<file path="src/rtl/ram_port_arbiter_if.sv">
// Port bundle for the dpram port A arbiter.
// Carries the CPU, SPI and dpram sides.
interface ram_port_arbiter_if;
  logic        hold_cpu;
  logic        cpu_req;
  logic        cpu_we;
  logic [15:0] cpu_addr;
  logic [7:0]  cpu_wdata;
  logic [7:0]  cpu_rdata;
  logic        cpu_ack;
  logic        cpu_wait_n;
  logic        spi_req;
  logic        spi_we;
  logic [31:0] spi_addr;
  logic [7:0]  spi_wdata;
  logic [7:0]  spi_rdata;
  logic        spi_ack;
  logic        spi_err;
  logic        ram_we;
  logic [15:0] ram_addr;
  logic [7:0]  ram_wdata;
  logic [7:0]  ram_rdata;

  modport master (
    output hold_cpu,
    output cpu_req, cpu_we, cpu_addr, cpu_wdata,
    input  cpu_rdata, cpu_ack, cpu_wait_n,
    output spi_req, spi_we, spi_addr, spi_wdata,
    input  spi_rdata, spi_ack, spi_err,
    input  ram_we, ram_addr, ram_wdata,
    output ram_rdata
  );

  modport slave (
    input  hold_cpu,
    input  cpu_req, cpu_we, cpu_addr, cpu_wdata,
    output cpu_rdata, cpu_ack, cpu_wait_n,
    input  spi_req, spi_we, spi_addr, spi_wdata,
    output spi_rdata, spi_ack, spi_err,
    output ram_we, ram_addr, ram_wdata,
    input  ram_rdata
  );
endinterface

</file>
<file path="src/rtl/ram_port_arbiter.sv">
// Request/ack arbiter sharing dpram port A
// between the Z80 CPU and the ESP32 SPI slave.
module ram_port_arbiter #(
  parameter logic [15:0] RAM_BASE     = 16'h4000,
  parameter logic [31:0] SPI_MAX_ADDR = 32'h0000BFFF,
  parameter logic [3:0]  STARVE_LIMIT = 4'd4
) (
  input logic               clk,
  input logic               reset,
  ram_port_arbiter_if.slave bus
);

  typedef enum logic [1:0] {
    IDLE,
    ACC,
    CAP,
    ACK
  } state_t;

  state_t      state;
  state_t      state_nxt;
  logic        owner_spi;
  logic        in_range;
  logic        acc_we;
  logic [3:0]  starve_cnt;
  logic        cpu_ok;
  logic        grant_cpu;
  logic        grant_spi;
  logic        cpu_in;
  logic        spi_in;
  logic [15:0] cpu_ram_addr;
  logic        ram_we;
  logic [15:0] ram_addr;
  logic [7:0]  ram_wdata;
  logic [7:0]  cpu_rdata;
  logic [7:0]  spi_rdata;
  logic [7:0]  cap_data;
  logic        cpu_ack;
  logic        spi_ack;
  logic        spi_err;

  assign cpu_ok    = bus.cpu_req & ~bus.hold_cpu;
  assign grant_cpu = (state == IDLE) & cpu_ok &
                     (~bus.spi_req | (starve_cnt < STARVE_LIMIT));
  assign grant_spi = (state == IDLE) & ~grant_cpu & bus.spi_req;

  assign cpu_in       = bus.cpu_addr >= RAM_BASE;
  assign cpu_ram_addr = bus.cpu_addr - RAM_BASE;
  assign spi_in       = bus.spi_addr <= SPI_MAX_ADDR;
  assign cap_data     = in_range ? bus.ram_rdata : 8'hFF;

  assign bus.ram_we     = ram_we;
  assign bus.ram_addr   = ram_addr;
  assign bus.ram_wdata  = ram_wdata;
  assign bus.cpu_rdata  = cpu_rdata;
  assign bus.spi_rdata  = spi_rdata;
  assign bus.cpu_ack    = cpu_ack;
  assign bus.spi_ack    = spi_ack;
  assign bus.spi_err    = spi_err;
  assign bus.cpu_wait_n = reset | ~(bus.cpu_req & ~cpu_ack);

  // state register
  always_ff @(posedge clk) begin
    if (reset) state <= IDLE;
    else       state <= state_nxt;
  end

  // fixed four-step access sequence
  always_comb begin
    state_nxt = state;
    unique case (state)
      IDLE:    if (grant_cpu | grant_spi) state_nxt = ACC;
      ACC:     state_nxt = CAP;
      CAP:     state_nxt = ACK;
      ACK:     state_nxt = IDLE;
      default: state_nxt = IDLE;
    endcase
  end

  // grant latch, dpram drive, read capture and acks
  always_ff @(posedge clk) begin
    if (reset) begin
      owner_spi <= 1'b0;
      in_range  <= 1'b0;
      acc_we    <= 1'b0;
      ram_we    <= 1'b0;
      ram_addr  <= 16'h0000;
      ram_wdata <= 8'h00;
      cpu_rdata <= 8'hFF;
      spi_rdata <= 8'hFF;
      cpu_ack   <= 1'b0;
      spi_ack   <= 1'b0;
      spi_err   <= 1'b0;
    end else begin
      ram_we  <= 1'b0;
      cpu_ack <= 1'b0;
      spi_ack <= 1'b0;
      spi_err <= 1'b0;
      if (grant_cpu) begin
        owner_spi <= 1'b0;
        in_range  <= cpu_in;
        acc_we    <= bus.cpu_we;
        ram_addr  <= cpu_ram_addr;
        ram_wdata <= bus.cpu_wdata;
        ram_we    <= bus.cpu_we & cpu_in;
      end else if (grant_spi) begin
        owner_spi <= 1'b1;
        in_range  <= spi_in;
        acc_we    <= bus.spi_we;
        ram_addr  <= bus.spi_addr[15:0];
        ram_wdata <= bus.spi_wdata;
        ram_we    <= bus.spi_we & spi_in;
      end
      if (state == CAP) begin
        if (owner_spi) begin
          spi_ack <= 1'b1;
          spi_err <= ~in_range;
          if (!acc_we) spi_rdata <= cap_data;
        end else begin
          cpu_ack <= 1'b1;
          if (!acc_we) cpu_rdata <= cap_data;
        end
      end
    end
  end

  // consecutive CPU grants while SPI waits
  always_ff @(posedge clk) begin
    if (reset) begin
      starve_cnt <= 4'd0;
    end else if (state == IDLE) begin
      if (grant_spi | ~bus.spi_req)
        starve_cnt <= 4'd0;
      else if (grant_cpu && starve_cnt != 4'd15)
        starve_cnt <= starve_cnt + 4'd1;
    end
  end

endmodule

</file>
<file path="src/flat_wrapper.sv">
// flat-port wrapper written by rule: the top's interface ports become plain ports
module ram_port_arbiter_flat 
#(
  parameter logic [15:0] RAM_BASE     = 16'h4000,
  parameter logic [31:0] SPI_MAX_ADDR = 32'h0000BFFF,
  parameter logic [3:0]  STARVE_LIMIT = 4'd4
)
  (clk, reset, bus_hold_cpu, bus_cpu_req, bus_cpu_we, bus_cpu_addr, bus_cpu_wdata, bus_cpu_rdata, bus_cpu_ack, bus_cpu_wait_n, bus_spi_req, bus_spi_we, bus_spi_addr, bus_spi_wdata, bus_spi_rdata, bus_spi_ack, bus_spi_err, bus_ram_we, bus_ram_addr, bus_ram_wdata, bus_ram_rdata);
  ram_port_arbiter_if bus_i ();
  input logic clk;
  input logic reset;
  input wire logic [$bits(bus_i.hold_cpu)-1:0] bus_hold_cpu;
  input wire logic [$bits(bus_i.cpu_req)-1:0] bus_cpu_req;
  input wire logic [$bits(bus_i.cpu_we)-1:0] bus_cpu_we;
  input wire logic [$bits(bus_i.cpu_addr)-1:0] bus_cpu_addr;
  input wire logic [$bits(bus_i.cpu_wdata)-1:0] bus_cpu_wdata;
  output wire logic [$bits(bus_i.cpu_rdata)-1:0] bus_cpu_rdata;
  output wire logic [$bits(bus_i.cpu_ack)-1:0] bus_cpu_ack;
  output wire logic [$bits(bus_i.cpu_wait_n)-1:0] bus_cpu_wait_n;
  input wire logic [$bits(bus_i.spi_req)-1:0] bus_spi_req;
  input wire logic [$bits(bus_i.spi_we)-1:0] bus_spi_we;
  input wire logic [$bits(bus_i.spi_addr)-1:0] bus_spi_addr;
  input wire logic [$bits(bus_i.spi_wdata)-1:0] bus_spi_wdata;
  output wire logic [$bits(bus_i.spi_rdata)-1:0] bus_spi_rdata;
  output wire logic [$bits(bus_i.spi_ack)-1:0] bus_spi_ack;
  output wire logic [$bits(bus_i.spi_err)-1:0] bus_spi_err;
  output wire logic [$bits(bus_i.ram_we)-1:0] bus_ram_we;
  output wire logic [$bits(bus_i.ram_addr)-1:0] bus_ram_addr;
  output wire logic [$bits(bus_i.ram_wdata)-1:0] bus_ram_wdata;
  input wire logic [$bits(bus_i.ram_rdata)-1:0] bus_ram_rdata;
  assign bus_i.hold_cpu = bus_hold_cpu;
  assign bus_i.cpu_req = bus_cpu_req;
  assign bus_i.cpu_we = bus_cpu_we;
  assign bus_i.cpu_addr = bus_cpu_addr;
  assign bus_i.cpu_wdata = bus_cpu_wdata;
  assign bus_cpu_rdata = bus_i.cpu_rdata;
  assign bus_cpu_ack = bus_i.cpu_ack;
  assign bus_cpu_wait_n = bus_i.cpu_wait_n;
  assign bus_i.spi_req = bus_spi_req;
  assign bus_i.spi_we = bus_spi_we;
  assign bus_i.spi_addr = bus_spi_addr;
  assign bus_i.spi_wdata = bus_spi_wdata;
  assign bus_spi_rdata = bus_i.spi_rdata;
  assign bus_spi_ack = bus_i.spi_ack;
  assign bus_spi_err = bus_i.spi_err;
  assign bus_ram_we = bus_i.ram_we;
  assign bus_ram_addr = bus_i.ram_addr;
  assign bus_ram_wdata = bus_i.ram_wdata;
  assign bus_i.ram_rdata = bus_ram_rdata;
  ram_port_arbiter #(.RAM_BASE(RAM_BASE), .SPI_MAX_ADDR(SPI_MAX_ADDR), .STARVE_LIMIT(STARVE_LIMIT)) u_core (.clk(clk), .reset(reset), .bus(bus_i));
endmodule
</file>
<file path="config.mk">
export PLATFORM = sky130hd
export DESIGN_NAME = ram_port_arbiter_flat
export DESIGN_NICKNAME = d
export VERILOG_FILES = /design/src/rtl/ram_port_arbiter_if.sv /design/src/rtl/ram_port_arbiter.sv /design/src/flat_wrapper.sv
export SDC_FILE = /design/constraint.sdc
export NUM_CORES = 1
export LEC_CHECK = 0
export ABC_CLOCK_PERIOD_IN_PS = 2000
export CAP_MARGIN = 0
export CORE_ASPECT_RATIO = 0.75
export CORE_MARGIN = 3
export CORE_UTILIZATION = 40
export CTS_BUF_LIST = sky130_fd_sc_hd__clkbuf_2 sky130_fd_sc_hd__clkbuf_4 sky130_fd_sc_hd__clkbuf_8
export CTS_CLUSTER_SIZE = 8
export DETAILED_ROUTE_END_ITERATION = 16
export PLACE_DENSITY = 0.93
export SLEW_MARGIN = 20
export SYNTH_ARGS = -nofsm -noshare
export SYNTH_HDL_FRONTEND = slang
export SYNTH_SLANG_ARGS = --single-unit
</file>
<file path="constraint.sdc">
create_clock -name clk -period 2 [get_ports clk]
set_input_delay 0.2 -clock clk [delete_from_list [all_inputs] [get_ports clk]]
set_output_delay 0.2 -clock clk [all_outputs]
set_load 0.005 [all_outputs]
</file>
======== Yosys cells after proc, flatten, opt, wreduce, memory -nomap -nowiden ========
Cells that the tools add are included.
word-level totals
  bits in registers ....................... 53
operators by class
  $add $sub $neg .......................... 2
  $lt $le $gt $ge ......................... 3
  eq/ne operators ......................... 5
  mux-type cells .......................... 17
  bitwise logic cells ..................... 21
  reductions and logical operators ........ 10
operators with widths
  kind                                                                                 number
  32-bit by 16-bit less-or-equal comparator with 1-bit output (second input constant)  1
  16-bit 2-to-1 mux                                                                    2
  8-bit 2-to-1 mux                                                                     3
  16-bit by 15-bit >= comparator with 1-bit output (second input constant)             1
  16-bit by 15-bit subtractor with 16-bit output (second input constant)               1
  1-bit NOT                                                                            9
  1-bit bitwise AND                                                                    8
  1-bit 2-to-1 mux                                                                     8
  4-bit 2-to-1 mux                                                                     2
  2-bit one-hot mux with 4 select lines                                                1
  3-bit AND reduction                                                                  2
  4-bit by 1-bit adder with 4-bit output (second input constant)                       1
  2-bit equality test (second input constant)                                          2
  4-bit by 3-bit < comparator with 1-bit output (second input constant)                1
  4-bit != test (second input constant)                                                1
  1-bit bitwise OR                                                                     4
  2-bit nonzero test                                                                   2
  2-bit OR reduction                                                                   2
  3-bit OR reduction                                                                   1
  2-bit by 1-bit equality test with 1-bit output (second input constant)               1
  2-bit zero test                                                                      1
  2-bit 2-to-1 mux                                                                     1
  2-bit != test (second input constant)                                                1
  2-bit AND reduction                                                                  1
  1-bit logical AND                                                                    1

======== Depth between registers and ports, before layout ========
Gate-level depths: netlist of the first run.
  depth after elaboration ................. 10
  mapped depth ............................ 7
  gate-level depth less buffers ........... 6

======== Worst setup path after synthesis of the first run ========
Ideal clock, no wire load.
  path type ............................... flip-flop to flip-flop
  start ................................... register u_core.state[0]
  end ..................................... register u_core.cpu_rdata[5] (netlist: u_core.bus.cpu_rdata[5])
  arrival ................................. 1.493 ns
  data required time ...................... 1.859 ns
  setup slack ............................. 0.366 ns
  cell stages (with the launch flop) ...... 8
  buffers on the path ..................... 2
  path through ............................ dfxtp_1 -> inv_1 -> ha_1 -> or3b_2 -> clkbuf_1 -> clkbuf_1 -> nand2_1 -> o211ai_1
between the ends
  cells in the longest elaborated chain, start to end .. 2
ends and longest elaborated chain
  item                                  RTL line                 text
  start, declared                       ram_port_arbiter.sv:20   state_t state;
  start signal, assigned                ram_port_arbiter.sv:65   else state <= state_nxt;
  2-bit equality test                   ram_port_arbiter.sv:114  if (state == CAP) begin
  3-bit AND reduction (no source line)  --
  end signal, assigned                  ram_port_arbiter.sv:121  if (!acc_we) cpu_rdata <= cap_data;
  end, declared                         ram_port_arbiter.sv:35   logic [7:0] cpu_rdata;
No other way between the ends.
A chain may end at the register's enable or synchronous reset.

======== Worst setup path in the final report of the first run ========
  start ................................... register u_core.state[0]
  end ..................................... register u_core.ram_addr[12] (netlist: u_core.bus.ram_addr[12])
between the ends
  cells in the longest elaborated chain, start to end .. 7
  elaborated cells on any way between the ends .. 8
  those cells by class .................... mux (1); bitwise (5); reduce/logical (2)
ends and longest elaborated chain
  item                                 RTL line                                        text
  2-bit zero test *                    ram_port_arbiter.sv:43, ram_port_arbiter.sv:45
  1-bit bitwise AND (2 in a row)       ram_port_arbiter.sv:43                          assign grant_cpu = (state == IDLE) & cpu_ok &
  1-bit NOT                            ram_port_arbiter.sv:45                          assign grant_spi = (state == IDLE) & ~grant_cpu & bus.spi_req;
  1-bit bitwise AND (2 in a row)       ram_port_arbiter.sv:45
  2-bit nonzero test (no source line)  --
  end signal, assigned                 ram_port_arbiter.sv:103                         ram_addr <= cpu_ram_addr;
  end signal, assigned                 ram_port_arbiter.sv:110                         ram_addr <= bus.spi_addr[15:0];
  end, declared                        ram_port_arbiter.sv:33                          logic [15:0] ram_addr;
Mark *: on every way between the ends. The rest lies on a longest branch, timed or not.

==> results of run 1 <==
layout by cell type (no fill, tap or decap), drive strengths merged, types with 4 or more instances in the layout:
cell	Yosys	routed
nor2b	10	10
clkdlybuf4s50	0	123
clkbuf	11	6
ha	4	4
inv	5	5
o211ai	16	16
nand3	4	4
buf	11	12
a211oi	25	25
a31oi	4	4
dfxtp	53	53
nor2	32	32
a21oi	26	26
nor3	4	4
nand2	46	46
routing by layer:
layer | routed length, um | GRT usage [%] | vias to the layer above
li1 | - | - | 1186
met1 | 2820 | 26.0 | 1100
met2 | 3570 | 37.8 | 121
met3 | 701 | 7.56 | 12
met4 | 92 | 7.05 | 0
met5 | 0 | 0 | -
cell families after synthesis:
family	after synthesis	share of synthesized area, %
DFF	53	45.7
AOI/OAI and AO/OA	78	23.9
muxes	1	0.432
buffers and inverters	27	6.04
adders and majority gates	4	2.16
xor gates and xnor gates	1	0.378
and+or+nand+nor	108	21.3
critical path: cells and delay by family (launching register included):
| family | cells | cell delay [ps] |
|---|---|---|
| AO/OA/AOI/OAI | 2 | 380 |
| adder cells (fa/ha/maj) | 1 | 350 |
| buffers and inverters | 1 | 90 |
| flip-flops | 1 | 320 |
| AND/OR/NAND/NOR | 1 | 500 |
flip-flops by register name, summed over array words and instances, names as in the netlist:
name and count:
u_core.bus.ram_addr 16, u_core.bus.spi_err 1, u_core.bus.ram_wdata 8, u_core.in_range 1
u_core.bus.spi_ack 1, u_core.owner_spi 1, u_core.bus.ram_we 1, u_core.starve_cnt 4
u_core.bus.cpu_ack 1, u_core.state 2, u_core.bus.spi_rdata 8, u_core.acc_we 1
u_core.bus.cpu_rdata 8
worst max-delay path by stage:
stage / start / cells past startpoint / slack (ps) / to
2_1_floorplan: u_core.state[0] / 7 / 370 / u_core.bus.cpu_rdata[5]
3_3_place_gp: bus_cpu_req / 6 / 120 / u_core.bus.ram_addr[13]
3_5_place_dp: bus_cpu_req / 6 / 40 / u_core.bus.ram_addr[12]
4_1_cts: u_core.state[0] / 5 / 250 / u_core.bus.ram_addr[3]
5_1_grt: u_core.state[0] / 5 / 80 / u_core.bus.ram_wdata[7]
6_report: u_core.state[0] / 5 / 250 / u_core.bus.ram_addr[12]
layout make-up:
| class | count | share of cell area (%) |
|---|---|---|
| flip-flops and latches | 53 | 28.6 |
| clock inverters | 1 | 0.202 |
| clock buffers | 6 | 2.22 |
| multi-input cells | 192 | 30.1 |
| repair buffers | 135 | 35.9 |
| inverters | 5 | 0.505 |
| well taps | 75 | 2.53 |
power by group through the flow:
stage	Clock [mW]	Combinational [mW]	Sequential, mW
3_3_place_gp	0	1.44	1.44
6_report	0.612	1.49	1.42
4_1_cts	0.625	1.50	1.42
5_1_grt	0.677	1.66	1.45
3_5_place_dp	0	1.49	1.44
2_1_floorplan	0	0.778	1.44
metrics by stage:
stage | setup slack, ps | hold slack (ps) | instances
2_1_floorplan | 366 | 326 | 272
3_3_place_gp | 117 | 445 | 460
3_5_place_dp | 41.4 | 451 | 460
4_1_cts | 255 | 466 | 467
5_1_grt | 83.2 | 486 | 467
6_report | 248 | 465 | 467
==> flow_metrics.env, run 1 <==
export IMPL_path_clk_slew_ps=90
export IMPL_yosys_warnings=0
export IMPL_clk_latency_ps=300
export IMPL_diodes=0
export IMPL_syn_to_final_growth_pct=60.2
export IMPL_ff_latch_area_um2=1060
export IMPL_synth_edff_count=0
export IMPL_routed_via_count=2419
export IMPL_drtIter0Drc=130
export IMPL_power_density_nw_per_um2=950
export IMPL_max_slew_worst_pin_slew_ps=589
export IMPL_holdPathEnd="u_core.bus.ram_addr[9]"
export IMPL_dpl_hpwl_mm=5.55
export IMPL_hp_class="flip-flop to flip-flop"
export IMPL_setup_tns_ps=0
export IMPL_cts_sinks=53
export IMPL_grt_first_pass_wirelength_mm=11.8
export IMPL_yosys_register_bits=53
export IMPL_synth_seq_area_share_pct=45.7
export IMPL_cts_tree="done"
export IMPL_syn_inst=272
export IMPL_remaining_drc_errors=0
export IMPL_synth_top_area_share_pct=45.7
export IMPL_viasPerCell=5.18
export IMPL_clockBufferDepth=2
export IMPL_io_buffers=123
export IMPL_cts_hold_buf=0
export IMPL_combPwrFrac_pct=42.3
export IMPL_fin_util_pct=68.0
export IMPL_max_stage_delay_ps=500
export IMPL_synthTopCellsByCount="dfxtp_1 (53), nand2_1 (46), nor2_1 (32)"
export IMPL_yosysTopAreaCell="dfxtp_1"
export IMPL_async_reset_ff_share_pct=0
export IMPL_cts_made_buffers=5
export IMPL_coreArea_um2=5470
export IMPL_dieArea_um2=6760
export IMPL_dieWidth_um=93.9
export IMPL_detail_route_wl_per_cell_um=15.4
export IMPL_synthesis_area_um2=2320
export IMPL_rr_worst_depth=5
export IMPL_rrSetupSlack_ps=250
export IMPL_die_y_um=72.0
export IMPL_fillers=421
export IMPL_whs_path_depth=2
export IMPL_initial_core_util_pct=42.4
export IMPL_required_ps=2210
export IMPL_cts_root_buf="clkbuf_8"
export IMPL_cts_resized=0
export IMPL_synth_area_top_cells="dfxtp_1 (46%), a211oi_1 (8.1%), nand2_1 (7.4%)"
export IMPL_rsz0062_at_grt="no"
export IMPL_drv_cap=0
export IMPL_worst_path_max_fanout=26
export IMPL_ant_nets=0
export IMPL_yosysMostFrequentCell="dfxtp_1"
export IMPL_fin_skew_ps=12.8
export IMPL_num_nets_final=475
export IMPL_finalHoldViolations=0
export IMPL_finalPower_mw=3.53
export IMPL_grt_pass1_vias=2467
export IMPL_routed_wl_mm=7.19
export IMPL_drive_above_1_share_pct=8.67
export IMPL_critPathKind="flip-flop to flip-flop"
export IMPL_place_area_um2=3630
export IMPL_synth_nets=355
export IMPL_setup_viol=0
export IMPL_drv_slew=0
export IMPL_grt_max_degree=27
export IMPL_worstSetupStartpointType="flip-flop"
export IMPL_crit_path_end_kind="flip-flop"
export IMPL_max_freq_ghz=0.571
export IMPL_io_pins=124
export IMPL_antenna_found_initial=0
export IMPL_min_period_over_period_pct=87.6
export IMPL_crit_chain="inv_1 > ha_1 > and3_4 > a21oi_2 > a211oi_1"
export IMPL_power_leakage_nw=1.45
export IMPL_p_sw_mw=1.15
export IMPL_ys_types=34
export IMPL_irDropWorstVdd_v=0.000464
export IMPL_seqPwrFrac_pct=40.3
export IMPL_multi_input_area_um2=1120
export IMPL_fin_crit_ps=1750
export IMPL_reg2reg_from="u_core.state[0]"
export IMPL_grt_ovfl_total=0
export IMPL_cts_setup_buffers=0
export IMPL_num_rows=23
export IMPL_hp_start="u_core.bus.ram_addr[9]"
export IMPL_p_sw_share_pct=32.7
export IMPL_syn_avg_cell_area_um2=8.53
export IMPL_power_frac_clock_pct=17.3
export IMPL_r2r_end="u_core.bus.ram_addr[12]"
export IMPL_synth_main_ff_cell="dfxtp_1"
export IMPL_slew_headroom_pct=60.6
export IMPL_cp_slowest_cell="and3_4"
export IMPL_outcome="completed"
export IMPL_stdcell_area_um2=3720
export IMPL_grt_usage_pct=22.0
export IMPL_intPower_mw=2.37
export IMPL_gp_congestion=0.759
export IMPL_arrival_ps=1960
export IMPL_cts_htree_levels=2
export IMPL_drt_first_pass_iters=4
(Power assumes the default switching activity.)
==> inputs of run 2 (changes only) <==
- ABC_AREA: not set -> 1
- PLACE_DENSITY: 0.93 -> 0.92
==> run 2 against run 1 <==
  * Clock power up 38%
  * Via count increased by 11%
  * Sequential power rose by 4%
  * Sequential cell count did not move
  * Global-route usage down 1.1 points
  * Synthesized cell count up 27%
  * Fmax shrank 1.8%
  * Core utilization up 0.14 points
  * Area after synthesis rose by 3.3%
  * Power increased by 14%
  * Count of clock-buffer cells in the layout down 1
  * Highest routed layer unchanged
==> flow_metrics.env, run 2 <==
export IMPL_outcome="completed"
export IMPL_grt_ovfl_total=0
export IMPL_grt_max_degree=37
export IMPL_yosysMostFrequentCell="nand2_1"
export IMPL_die_y_um=73.0
export IMPL_io_buffers=123
export IMPL_ys_types=29
export IMPL_routed_via_count=2680
export IMPL_num_rows=23
export IMPL_cts_root_buf="clkbuf_8"
export IMPL_routed_wl_mm=7.50
export IMPL_synth_edff_count=0
export IMPL_dpl_hpwl_mm=5.60
export IMPL_grt_usage_pct=20.9
export IMPL_drv_cap=0
export IMPL_dieArea_um2=6970
export IMPL_arrival_ps=2030
export IMPL_power_density_nw_per_um2=1060
export IMPL_finalHoldViolations=0
export IMPL_clockBufferDepth=2
export IMPL_yosys_register_bits=53
export IMPL_synthTopCellsByCount="nand2_1 (103), nor2_1 (67), dfxtp_1 (53)"
export IMPL_reg2reg_from="u_core.state[0]"
export IMPL_largest_register_ffs=16
export IMPL_remaining_drc_errors=0
export IMPL_grt_first_pass_wirelength_mm=11.3
export IMPL_dieWidth_um=95.4
export IMPL_syn_inst=345
export IMPL_min_period_over_period_pct=89.2
export IMPL_ant_nets=0
export IMPL_yosysTopAreaCell="dfxtp_1"
export IMPL_finalPower_mw=4.01
export IMPL_preCtsSetupSlack_ps=-41.6
export IMPL_fin_util_pct=68.1
export IMPL_synth_top_area_share_pct=44.3
export IMPL_fin_crit_ps=1780
export IMPL_hp_class="flip-flop to flip-flop"
export IMPL_cts_sinks=53
export IMPL_slew_headroom_pct=61.6
export IMPL_grt_pass1_vias=2438
export IMPL_drv_slew=0
export IMPL_drive_above_1_share_pct=4.52
export IMPL_place_area_um2=3640
export IMPL_cts_tree="done"
export IMPL_rsz0062_at_grt="no"
export IMPL_cts_htree_levels=2
export IMPL_clk_latency_ps=320
export IMPL_synth_seq_area_share_pct=44.3
export IMPL_fin_skew_ps=4.16
export IMPL_stdcell_area_um2=3780
export IMPL_fillers=440
export IMPL_path_clk_slew_ps=90
export IMPL_max_freq_ghz=0.561
export IMPL_detail_route_wl_per_cell_um=13.9
export IMPL_viasPerCell=4.96
export IMPL_cts_resized=0
export IMPL_cp_startpoint="u_core.state[0]"
export IMPL_critPathKind="flip-flop to flip-flop"
export IMPL_yosys_warnings=0
export IMPL_worstSetupStartpointType="flip-flop"
export IMPL_diodes=0
export IMPL_crit_path_end_kind="flip-flop"
export IMPL_final_common_cell="clkdlybuf4s50_1"
export IMPL_synth_main_ff_cell="dfxtp_1"
export IMPL_drt_first_pass_iters=5
export IMPL_irDropWorstVdd_v=0.000439
export IMPL_initial_core_util_pct=43.2
export IMPL_syn_to_final_growth_pct=57.8
export IMPL_setup_tns_ps=0
export IMPL_hp_start="u_core.starve_cnt[3]"
export IMPL_num_nets_final=547
export IMPL_io_pins=124
export IMPL_setup_viol=0
export IMPL_synth_nets=428
export IMPL_gp_congestion=0.848
export IMPL_coreArea_um2=5550
export IMPL_synth_area_top_cells="dfxtp_1 (44%), nand2_1 (16%), nor2_1 (10%)"
export IMPL_async_reset_ff_share_pct=0
export IMPL_ff_latch_area_um2=1060
export IMPL_layout_common_cells="clkdlybuf4s50_1 (123), nand2_1 (103), nor2_1 (67), dfxtp_1 (53), o21ai_0 (37)"
export IMPL_power_leakage_nw=1.65
export IMPL_drtIter0Drc=190
export IMPL_synthesis_area_um2=2400
export IMPL_multi_input_area_um2=1160
export IMPL_regMostFlops="u_core.bus.ram_addr"
export IMPL_max_slew_worst_pin_slew_ps=575
export IMPL_worst_slack_ps=216
export IMPL_cts_made_buffers=5
export IMPL_required_ps=2240
export IMPL_syn_avg_cell_area_um2=6.95
export IMPL_worst_path_max_fanout=24
export IMPL_antenna_found_initial=0
run 2: changes by cell type after synthesis, sizes merged, moves of 3 or more:
cell    before  now
a211oi      25    0
a21oi       26   13
a31oi        4    1
and3         3    0
clkbuf      11    3
inv          5   15
nand2       46  105
nand3        4   13
nor2        32   68
nor2b       10    0
o211ai      16    0
o21ai        3   47
run 2: what timing repair did:
action / CTS / global route
hold buffers: 0 / 0
buffers inserted: 0 / 0
setup endpoints to repair: 0 / 27
run 2: through the flow:
step	instances	hold slack, ps
floorplan	345	332
global placement	531	433
detailed placement	531	447
CTS	539	462
global route	540	493
finish	540	459
run 2: worst paths after layout:
kind | end | slack (ps) | depth (start not counted)
worst max-delay path | u_core.bus.ram_we | 220 | 9
worst min-delay path | u_core.starve_cnt[3] | 460 | 2
worst max register to register | u_core.bus.ram_we | 220 | 9
worst min register to register | u_core.starve_cnt[3] | 460 | 2
run 2: kinds of logic (layout without fill, tap and decap cells):
| kind of cell | after synthesis | count (layout) | share of synthesized area, % |
|---|---|---|---|
| fa+ha+maj | 4 | 4 | 2.09 |
| buf+inv | 33 | 152 | 7.52 |
| flops | 53 | 53 | 44.3 |
| xor+xnor | 1 | 1 | 0.365 |
| compound gates | 61 | 62 | 13.5 |
| simple gates | 193 | 193 | 32.3 |
run 2: power breakdown:
group	switching (mW)	total, mW	internal [mW]
combinational	0.853	1.68	0.828
sequential	0.148	1.48	1.33
clock	0.350	0.847	0.497
run 2: cell type report:
cell class,instances,share of cell area [%]
Clock inverter,3,1.72
Clock buffer,5,1.82
Timing Repair Buffer,127,33.3
Sequential cell,53,28.1
Inverter,17,1.79
Tap cell,75,2.48
Multi-Input combinational cell,260,30.8
run 2: critical path, cell delays in order, from the launching register on:
cell	delay, ps
dfxtp_1	310
inv_1	110
ha_1	230
nand2_2	90
nor2_4	110
nand2_4	110
clkinv_2	280
nand2_1	100
or2_0	210
a21oi_1	160
run 2: layer usage:
metal | GRT usage [%] | vias to the layer above | part of all wire, %
met3 | 6.91 | 13 | 9.0
li1 | - | 1336 | -
met1 | 24.5 | 1220 | 40
met4 | 5.99 | 0 | 2.0
met2 | 36.5 | 111 | 49
met5 | 0 | - | 0
==> inputs of run 3 (changes only) <==
- SKIP_LAST_GASP: not set -> 1
- TNS_END_PERCENT: not set -> 30
==> results of run 3 <==
Same layout as run 2: the final DEF is identical, and so are final timing and power.
